**src/rtl/scaledclock_monitor_pkg.sv**
```systemverilog
// Shared types and defaults for the scaled-clock monitor.
package scaledclock_monitor_pkg;

  typedef enum logic [1:0] {
    IDLE    = 2'd0,
    ACQUIRE = 2'd1,
    LOCKED  = 2'd2,
    LOST    = 2'd3
  } state_t;

  localparam int          CNT_W_DEF   = 28;
  localparam logic [27:0] TIMEOUT_DEF = 28'd60000000;

endpackage

```
**src/rtl/scaledclock_monitor_sync_edge_detect.sv**
```systemverilog
// Synchronizes an async level into clk and flags rise/fall combinationally.
// Edge flags appear SYNC_STAGES edges after the input change; suppressed until the chain is primed after reset.
module sync_edge_detect
  import scaledclock_monitor_pkg::*;
#(
  parameter int SYNC_STAGES = 2
) (
  input  logic clk,
  input  logic rstn,
  input  logic din,
  output logic rise,
  output logic fall
);

  logic [SYNC_STAGES-1:0] sync;
  logic [SYNC_STAGES:0]   warm;
  logic                   prev;
  logic                   s;

  always_ff @(posedge clk or negedge rstn) begin
    if (!rstn) begin
      sync <= '0;
      warm <= '0;
      prev <= 1'b0;
    end else begin
      sync <= {sync[SYNC_STAGES-2:0], din};
      warm <= {warm[SYNC_STAGES-1:0], 1'b1};
      prev <= s;
    end
  end

  assign s = sync[SYNC_STAGES-1];

  // prev only holds a real sample once the chain has filled; blocks a false edge out of reset
  assign rise = warm[SYNC_STAGES] & s & ~prev;
  assign fall = warm[SYNC_STAGES] & ~s & prev;

endmodule

```
**src/rtl/scaledclock_monitor.sv**
```systemverilog
// Fast-domain monitor for a divided clock: registered rise/fall ticks, half-period measurement, loss detect.
// Ticks lag sclk_in by SYNC_STAGES+1 inclk edges; period_valid coincides with the tick.
module scaledclock_monitor
  import scaledclock_monitor_pkg::*;
#(
  parameter int               SYNC_STAGES = 2,
  parameter int               CNT_W       = CNT_W_DEF,
  parameter logic [CNT_W-1:0] TIMEOUT     = CNT_W'(TIMEOUT_DEF)
) (
  input  logic             inclk,
  input  logic             rstn,
  input  logic             ena,
  input  logic             sclk_in,
  output logic             rise_tick,
  output logic             fall_tick,
  output logic [CNT_W-1:0] half_period,
  output logic             period_valid,
  output logic             locked,
  output logic             timeout
);

  state_t           state;
  logic [CNT_W-1:0] cnt;
  logic             rise;
  logic             fall;
  logic             edge_det;
  logic             tick_en;

  sync_edge_detect #(.SYNC_STAGES(SYNC_STAGES)) u_sync (
    .clk  (inclk),
    .rstn (rstn),
    .din  (sclk_in),
    .rise (rise),
    .fall (fall)
  );

  assign edge_det = rise | fall;
  assign tick_en  = ena & (state != IDLE);

  always_ff @(posedge inclk or negedge rstn) begin
    if (!rstn) begin
      state        <= IDLE;
      cnt          <= '0;
      half_period  <= '0;
      rise_tick    <= 1'b0;
      fall_tick    <= 1'b0;
      period_valid <= 1'b0;
      locked       <= 1'b0;
      timeout      <= 1'b0;
    end else begin
      rise_tick    <= rise & tick_en;
      fall_tick    <= fall & tick_en;
      period_valid <= 1'b0;

      if (!tick_en || edge_det) begin
        cnt <= '0;
      end else if (cnt != TIMEOUT) begin
        cnt <= cnt + CNT_W'(1);
      end

      // Dropping ena wins over any edge or timeout seen in the same cycle
      if (!ena) begin
        state   <= IDLE;
        locked  <= 1'b0;
        timeout <= 1'b0;
      end else begin
        case (state)
          IDLE: begin
            state <= ACQUIRE;
          end
          ACQUIRE: begin
            if (edge_det) begin
              state  <= LOCKED;
              locked <= 1'b1;
            end else if (cnt == TIMEOUT) begin
              state   <= LOST;
              timeout <= 1'b1;
            end
          end
          LOCKED: begin
            if (edge_det) begin
              half_period  <= cnt + CNT_W'(1);
              period_valid <= 1'b1;
            end else if (cnt == TIMEOUT) begin
              state   <= LOST;
              locked  <= 1'b0;
              timeout <= 1'b1;
            end
          end
          LOST: begin
            if (edge_det) begin
              state   <= LOCKED;
              locked  <= 1'b1;
              timeout <= 1'b0;
            end
          end
          default: begin
            state   <= IDLE;
            locked  <= 1'b0;
            timeout <= 1'b0;
          end
        endcase
      end
    end
  end

endmodule

```
**config.mk**
```make
export PLATFORM = sky130hd
export DESIGN_NAME = scaledclock_monitor
export DESIGN_NICKNAME = d
export VERILOG_FILES = /design/src/rtl/scaledclock_monitor_pkg.sv /design/src/rtl/scaledclock_monitor_sync_edge_detect.sv /design/src/rtl/scaledclock_monitor.sv
export SDC_FILE = /design/constraint.sdc
export NUM_CORES = 1
export LEC_CHECK = 0
export ABC_AREA = 1
export CORE_MARGIN = 2
export CORE_UTILIZATION = 45
export CTS_BUF_LIST = sky130_fd_sc_hd__clkbuf_8
export DETAILED_ROUTE_END_ITERATION = 8
export PLACE_DENSITY = 0.74
export SLEW_MARGIN = 20
export SYNTH_ARGS = -nofsm -noshare
export SYNTH_HDL_FRONTEND = slang
export SYNTH_SLANG_ARGS = --single-unit
```
**constraint.sdc**
```tcl
create_clock -name inclk -period 2.1 [get_ports inclk]
set_input_delay 0.525 -clock inclk [delete_from_list [all_inputs] [get_ports inclk]]
set_output_delay 0.525 -clock inclk [all_outputs]
set_load 0.01 [all_outputs]
```
==> results.sh <==
export IMPL_fmax_mhz=564
export IMPL_muxShareOfSynthArea_pct=0
export IMPL_clock_skew_ns=0.00964
export IMPL_route_final_wire_length_mm=7.71
export IMPL_worstPathMaxFanout=2
export IMPL_fill_cells=718
export IMPL_p_int_mw=2.26
export IMPL_rows=32
export IMPL_synth_xor_area_share_pct=3.54
export IMPL_die_w_um=91.8
export IMPL_cts_hold_buf=0
export IMPL_clockPowerShare_pct=40.7
export IMPL_outcome="complete, no violations"
export IMPL_fin_cells=595
export IMPL_power_total_mw=3.04
export IMPL_reg2reg_to="half_period[14]"
export IMPL_drive_gt1_share_pct=8.52
export IMPL_synth_seq_cells=69
export IMPL_synth_cell_types=30
export IMPL_combPwrFrac_pct=12.6
export IMPL_grt_pass1_wl_mm=13.7
export IMPL_seqPwrFrac_pct=46.7
export IMPL_leakage_nw=1.96
export IMPL_tritoncts="done"
export IMPL_synthSimpleGateAreaFrac_pct=32.2
export IMPL_n_antenna_cell=0
export IMPL_ctsRootBufferMaster="clkbuf_8"
export IMPL_antenna_found_initial=0
export IMPL_power_density_mw_per_mm2=713
export IMPL_post_cts_setup_buffer_count=0
export IMPL_clk_path_buf_depth=2
export IMPL_synthCells=441
export IMPL_start_kind="flop"
export IMPL_min_path_type="in -> async"
export IMPL_slowest_stage="clkdlybuf4s50_1"
export IMPL_avgSynthCellArea_um2=7.86
export IMPL_dpl_cell_count=579
export IMPL_crit_required_ns=1.57
export IMPL_syn_nets=452
export IMPL_dr_pass1_iters=4
export IMPL_slowest_delay_ns=0.54
export IMPL_synth_fa_ha_area_share_pct=2.53
export IMPL_dieHeight_um=91.8
export IMPL_synth_compound_area_share_pct=5.95
export IMPL_area_growth_pct=22.8
export IMPL_drc=0
export IMPL_dpl_hpwl_mm=5.80
export IMPL_io_pins=37
export IMPL_synth_top_family_by_area="simple AND/OR/NAND/NOR gates"
export IMPL_setup_ws_ns=0.328
export IMPL_finalSetupViolCount=0
export IMPL_drtIter0Drc=186
export IMPL_worstSetupEndpointType="output pin"
export IMPL_nets=499
export IMPL_period_share_pct=84.4
export IMPL_crit_chain="clkdlybuf4s50_1"
export IMPL_finalInstanceArea_mm2=0.00426
export IMPL_crit_type="reg -> out"
export IMPL_clk_latency_ns=0.35
export IMPL_hold_violations=0
export IMPL_cts_htree_levels=3
export IMPL_p_sw_mw=0.776
export IMPL_place_gp_congestion=0.933
export IMPL_finalCriticalPeriod_ns=1.77
export IMPL_ys_seq_area_share_pct=49.8
export IMPL_r2r_slack_ns=0.37
export IMPL_preCtsSetupSlack_ns=0.130
export IMPL_cap_violations=0
export IMPL_drv_slew=0
export IMPL_start_util_pct=45.6
export IMPL_synth_top_cell_by_area="dfrtp_1"
export IMPL_switching_share_pct=25.6
export IMPL_grt_max_degree=70
export IMPL_r2r_start="state[0]"
export IMPL_first_global_vias=2944
export IMPL_place_area_mm2=0.00403
export IMPL_layout_common_cells="145 x nand2_1, 69 x nor2_1, 69 x dfrtp_1, 42 x inv_1, 35 x clkdlybuf4s50_1"
export IMPL_wl_per_cell_um=13.0
export IMPL_netlist_area_mm2=0.00347
export IMPL_core_mm2=0.00761
export IMPL_startpoint="half_period[4]"
export IMPL_ant_nets=0
export IMPL_cts_buffers=9
export IMPL_grt_use_total_pct=20.6
export IMPL_yosysWarnings=0
export IMPL_vias=2880
export IMPL_path_clk_slew_ns=0.08
export IMPL_overflow=0
export IMPL_arrival_ns=1.25
export IMPL_port_buffers=36
export IMPL_vias_per_cell=4.84
export IMPL_clock_sinks=69
export IMPL_yosysTopAreaCellShare_pct=49.8
export IMPL_layout_commonest_cell="nand2_1"
export IMPL_finalSetupTns_ns=0
export IMPL_r2r_cells=6
export IMPL_synth_area_leaders="dfrtp_1 50%, nand2_1 16%, nor2_1 7.5%"
export IMPL_rsz0062_at_grt="no"
export IMPL_crit_family="buffers and inverters"
export IMPL_cts_resized_gates=0
export IMPL_die_area_mm2=0.00843
export IMPL_irDropWorstVdd_mv=0.507
export IMPL_crit_buf_inv=1
-- synthesized netlist by cell type (all sizes together) --
library cell and count:
o21ai 24, clkinv 1, nand3b 3, conb 1, nand3 23, dfrtp 69, nor3 5, ha 7
nand4 7, xor2 10, a21oi 10, xnor2 4, clkbuf 5, a31oi 4, buf 3, nand2 147
nor2 74, inv 44
-- state kept, by name, indices dropped and copies added, names as in the netlist --
register      count
u_sync.warm       3
half_period      28
cnt              28
rise_tick         1
timeout           1
locked            1
state             2
fall_tick         1
u_sync.prev       1
u_sync.sync       2
period_valid      1
-- per-stage QoR --
stage	util, %	hold WS, ns
2_1_floorplan	-	0.229
3_3_place_gp	52.9	0.336
3_5_place_dp	52.9	0.338
4_1_cts	56.0	0.199
5_1_grt	56.0	0.221
6_report	56.0	0.193
-- metal layers --
layer	share of wire, %	GRT usage (%)	vias up	wire (um)
met1	45	25.9	1348	3430
met3	4.0	5.83	12	309
met4	1.9	7.09	0	149
li1	-	-	1465	-
met2	50	34.4	55	3820
met5	0	0	-	0
-- layout make-up --
cell class	count	area, um2	share of cell area [%]
Timing Repair Buffer	44	465	10.9
Inverter	45	171	4.02
Clock inverter	6	93.8	2.20
Tap cell	102	128	3.00
Multi-Input combinational cell	319	1540	36.1
Sequential cell	69	1730	40.5
Clock buffer	10	138	3.23
-- how the worst max path moves through the flow --
| stage | endpoint | slack (ns) | cells past startpoint |
|---|---|---|---|
| 2_1_floorplan | cnt[13] | 0.63 | 8 |
| 3_3_place_gp | half_period[14] | 0.18 | 5 |
| 3_5_place_dp | half_period[14] | 0.13 | 5 |
| 4_1_cts | locked | 0.30 | 1 |
| 5_1_grt | half_period[14] | 0.1 | 6 |
| 6_report | half_period[4] | 0.33 | 1 |
-- power by group through the flow --
stage | sequential [mW] | clock, mW | combinational [mW]
2_1_floorplan | 1.45 | 0 | 0.179
3_3_place_gp | 1.44 | 0 | 0.382
3_5_place_dp | 1.44 | 0 | 0.385
4_1_cts | 1.42 | 1.27 | 0.386
5_1_grt | 1.42 | 1.33 | 0.429
6_report | 1.42 | 1.24 | 0.381
-- kinds of logic after synthesis --
family,count (synthesis)
xor gates and xnor gates,14
AOI/OAI and AO/OA,38
DFF,69
buffers and inverters,53
adders and majority gates,7
and+or+nand+nor,259
other,1
Power figures use the tool's default switching activity.
==> RTL change 1, RTL diff (same flow settings) <==
`CNT_W_DEF`: 28 -> 56.
--- a/src/rtl/scaledclock_monitor_pkg.sv
+++ b/src/rtl/scaledclock_monitor_pkg.sv
@@ -10,3 +10,3 @@
 
-  localparam int          CNT_W_DEF   = 28;
+  localparam int          CNT_W_DEF   = 56;
   localparam logic [27:0] TIMEOUT_DEF = 28'd60000000;
Interface: changed (resized half_period); port bits go from 37 to 65. No check against the original RTL was run, so the function may have changed too.
==> RTL change 1 against the original RTL <==
  * Sequential cell count rose by 56
  * Non-clock buffer count rose by 42
  * Power rose by 72%
  * Hold slack got worse by 0.14 ns
  * Synthesized area rose by 94%
  * First-iteration DRC count rose to 2.5 times the old value
  * Design area rose by 91%
  * Clock power rose by 88%
  * Worst setup slack got worse by 0.17 ns
  * Wire length rose by 140%
  * Critical endpoint is now cnt[26]
  * Largest power group unchanged
  * Highest routed layer unchanged
==> RTL change 1: results (changes against the original RTL) <==
| Metric | Value |
|---|---|
| Clock buffer count | 19 (was 10) |
| Max VDD drop | 0.397 mV (was 0.507 mV) |
| Via count | 5945 (was 2880) |
| Synth Area in XOR/XNOR | 4.81% (was 3.54%) |
| Sequential Power | 2500 µW (was 1420 µW) |
| Distinct cells, synth | 35 (was 30) |
| Compound-Gate Fraction of Synth Area | 4.44% (was 5.95%) |
| #MultiIn Comb | 647 (was 319) |
| Iter 0 DRT Violations | 472 (was 186) |
| Slowest CP cell | dfrtp_2 (was clkdlybuf4s50_1) |
| Fin nets | 989 (was 499) |
| Biggest regs | cnt: 56 flops, half_period: 56 flops, u_sync.warm: 3 flops (was cnt: 28 flops, half_period: 28 flops, u_sync.warm: 3 flops) |
| Reg2Reg Depth | 10 (was 6) |
| Crit-path max FO | 5 (was 2) |
| Crit path max-delay family | simple AND/OR/NAND/NOR gates (was buffers and inverters) |
| Sw frac | 24.4% (was 25.6%) |
| Critical Path Sink | cnt[26] (was half_period[4]) |
| Worst skew pair latency | 0.46 ns (was 0.35 ns) |
| Crit path DAT | 2.32 ns (was 1.25 ns) |
| Filler cell count | 1405 (was 718) |
| Post-DP HPWL | 14.2 mm (was 5.80 mm) |
| Worst hold slack | 0.0580 ns (was 0.193 ns) |
| Share of layout cells above drive strength 1 | 9.60% (was 8.52%) |
| Leakage Power | 0.00368 µW (was 0.00196 µW) |
| Status | finished clean (unchanged) |
| Mapped Nets | 902 (was 452) |
| Setup clock skew after layout | 0.0185 ns (was 0.00964 ns) |
| Adder-cell share of the synthesized area | 1.30% (was 2.53%) |
| Global-route wire length before repair | 30.7 mm (was 13.7 mm) |
| Routability cong. | 0.984 (was 0.933) |
| Clk cell area share | 5.30% (was 5.43%) |
| Post-synth top cells | nand2_1, nor2_1, dfrtp_1 (was nand2_1, dfrtp_1, nor2_1) |
| Wirelength per Cell | 15.6 µm (was 13.0 µm) |
| Register Area | 3130 µm² (was 1730 µm²) |
| Largest cells by area after synthesis | dfrtp_1, nand2_1, nor2_1, inv_1, nand3_1 (unchanged) |
| Non-clock inverter count | 101 (was 45) |
| Tot GR Track Use | 24.8% (was 20.6%) |
| Worst path max stage delay | 0.43 ns (was 0.54 ns) |
| Sequential-to-total area share from yosys stat | 46.6% (was 49.8%) |
| Combinational gate power | 401 µW (was 381 µW) |
| TritonRoute pass-1 iters | 5 (was 4) |
| Buffers, non-clock | 86 (was 44) |
| Clock buffer count from CTS | 17 (was 9) |
| R2R Path Start | cnt[0] (was state[0]) |
| I/O Buffers | 64 (was 36) |
| Pin count of the biggest net entering global routing | 55 (was 70) |
| Non-Clock Buffer Area Fraction | 10.3% (was 10.9%) |
==> RTL change 1: per-layer routing <==
metal / up-vias / GRT usage [%] / wire (µm)
met2: 166 / 38.5 / 8360
met4: 0 / 8.02 / 397
met1: 2800 / 35.6 / 8710
met3: 30 / 4.16 / 904
met5: - / 0 / 0
li1: 2949 / - / -
==> RTL change 1: stage by stage <==
| step | utilization [%] | cells | setup slack (ns) | total power, µW | cell area (µm²) |
|---|---|---|---|---|---|
| 2_1_floorplan | - | 891 | 0.424 | 2740 | 6710 |
| 3_3_place_gp | 53.1 | 1143 | 0.103 | 2940 | 7710 |
| 3_5_place_dp | 53.1 | 1143 | 0.0269 | 2950 | 7710 |
| 4_1_cts | 56.0 | 1174 | 0.124 | 5270 | 8140 |
| 5_1_grt | 56.0 | 1174 | 0.0121 | 5450 | 8140 |
| 6_report | 56.0 | 1174 | 0.155 | 5230 | 8140 |
==> RTL change 2, RTL diff (same settings) <==
Without the edit above. Reset style: synchronous (`rstn`), changed in 2 clocked blocks. Comments in the files are not updated.
--- a/src/rtl/scaledclock_monitor_sync_edge_detect.sv
+++ b/src/rtl/scaledclock_monitor_sync_edge_detect.sv
@@ -19,3 +19,3 @@
 
-  always_ff @(posedge clk or negedge rstn) begin
+  always_ff @(posedge clk) begin
     if (!rstn) begin
--- a/src/rtl/scaledclock_monitor.sv
+++ b/src/rtl/scaledclock_monitor.sv
@@ -39,3 +39,3 @@
 
-  always_ff @(posedge inclk or negedge rstn) begin
+  always_ff @(posedge inclk) begin
     if (!rstn) begin
Function: differs if rstn is asserted again (counterexample within 10 cycles, from zero or initial values and one cycle with rstn low); with rstn held inactive, the same outputs for 10 cycles.
==> RTL change 2 against the original RTL <==
  * Design area shrank 7.3%
  * Sequential cell count is the same
  * Non-clock buffer count grew 1
  * Largest cell class is now multi-input combinational cells
  * Wire length shrank 3.0%
  * Synthesized area shrank 6.0%
  * Clock skew is essentially flat
  * Worst setup slack lost 0.043 ns
  * Final cell count grew 2.7%
  * First-iteration DRC count grew 34%
  * Sequential share of layout area shrank 5.6 points
Power is not compared: it rests on default switching activity, and its combinational part moved more than twofold at a synthesized area within 25%.
==> RTL change 2: results (changes against the original RTL) <==
| Metric | Value |
|---|---|
| Worst path max stage delay | 0.38 ns (was 0.54 ns) |
| Vias in the first global route | 2774 (was 2944) |
| Post-placement cell area | 3770 µm² (was 4030 µm²) |
| Hold Crit Class | reg2reg (was in2async) |
| Place WS | 0.0928 ns (was 0.130 ns) |
| Fin nets | 519 (was 499) |
| Slowest CP cell | dfxtp_1 (was clkdlybuf4s50_1) |
| Non-Filler Instances | 611 (was 595) |
| Crit-path max FO | 4 (was 2) |
| Routability cong. | 0.900 (was 0.933) |
| Global-route wire length before repair | 12.8 mm (was 13.7 mm) |
| Iter 0 DRT Violations | 249 (was 186) |
| Crit path DAT | 2.06 ns (was 1.25 ns) |
| Biggest regs | cnt: 28 flops, half_period: 28 flops, u_sync.warm: 3 flops (unchanged) |
| Post-synth top cells | nand2_1, nor2_1, inv_1 (was nand2_1, dfrtp_1, nor2_1) |
| Reg2Reg Depth | 8 (was 6) |
| Pin count of the biggest net entering global routing | 27 (was 70) |
| Dpl cells | 596 (was 579) |
| Largest cells by area after synthesis | dfxtp_1, nand2_1, nor2_1, inv_1, nand3_1 (was dfrtp_1, nand2_1, nor2_1, inv_1, nand3_1) |
| Routed wire length | 7.48 mm (was 7.71 mm) |
| Top_reg_cell synth | dfxtp_1 (was dfrtp_1) |
| Sequential-to-total area share from yosys stat | 42.4% (was 49.8%) |
| Ys async rst share | 0% (was 100%) |
| Mapped Nets | 474 (was 452) |
| TritonRoute pass-1 iters | 5 (was 4) |
| Post-DP HPWL | 5.52 mm (was 5.80 mm) |
| Status | finished clean (unchanged) |
| Diodes inserted | 0 (unchanged) |
| Distinct cells, synth | 33 (was 30) |
| Synthesized area per cell | 7.04 µm² (was 7.86 µm²) |
| Tot GR Track Use | 20.8% (was 20.6%) |
| Filler cell count | 693 (was 718) |
## RTL change 2: changes by cell type after synthesis, sizes merged, moves of 4 or more
cell / unedited run / this run
o211ai: 0 / 4
a21oi: 10 / 27
a31oi: 4 / 0
nand2: 147 / 91
nand3: 23 / 34
dfxtp: 0 / 69
dfrtp: 69 / 0
inv: 44 / 73
nor3: 5 / 16
## RTL change 2: critical path, delay by kind of cell (launching register included)
family	cells	cell delay [ns]
DFF	1	0.38
buffers and inverters	1	0.03
AOI/OAI and AO/OA	1	0.23
and+or+nand+nor	5	0.84
adders and majority gates	1	0.22
## RTL change 2: metal layers
layer	vias up	track usage, %	wire length, µm
li1	1555	-	-
met1	1351	29.8	3640
met2	78	30.2	3310
met3	10	4.62	410
met4	0	8.41	119
met5	-	0	0
## RTL change 2: metrics by stage
step	power, µW	hold slack (ns)
6_report	2390	0.411
5_1_grt	2470	0.424
3_3_place_gp	1390	0.393
2_1_floorplan	1380	0.390
4_1_cts	2400	0.412
3_5_place_dp	1400	0.396
## RTL change 2: power breakdown
part	switching [µW]	internal [µW]	leakage (µW)
Clock	493	531	0.0000960
Sequential	3.37	1310	0.000557
Combinational	30.8	17.4	0.000977
## RTL change 2: cells by family after synthesis
group           synth area share [%]
simple gates                    32.0
xor+xnor                        2.95
fa+ha+maj                       2.69
buf+inv                         10.2
compound gates                  9.79
flops                           42.4
## RTL change 2: layout make-up
cell class	instances	area share (%)
clock buffers	9	3.14
clock inverters	6	1.43
inverters	74	7.03
multi-input cells	309	39.2
flip-flops and latches	69	35.0
well taps	99	3.14
repair buffers	45	11.1
## RTL change 2: worst paths after layout
| kind | slack (ns) | startpoint | endpoint |
|---|---|---|---|
| max | 0.29 | cnt[1] | half_period[14] |
| min | 0.41 | u_sync.warm[1] | u_sync.warm[2] |
| max reg2reg | 0.29 | cnt[1] | half_period[14] |
| min reg2reg | 0.41 | u_sync.warm[1] | u_sync.warm[2] |
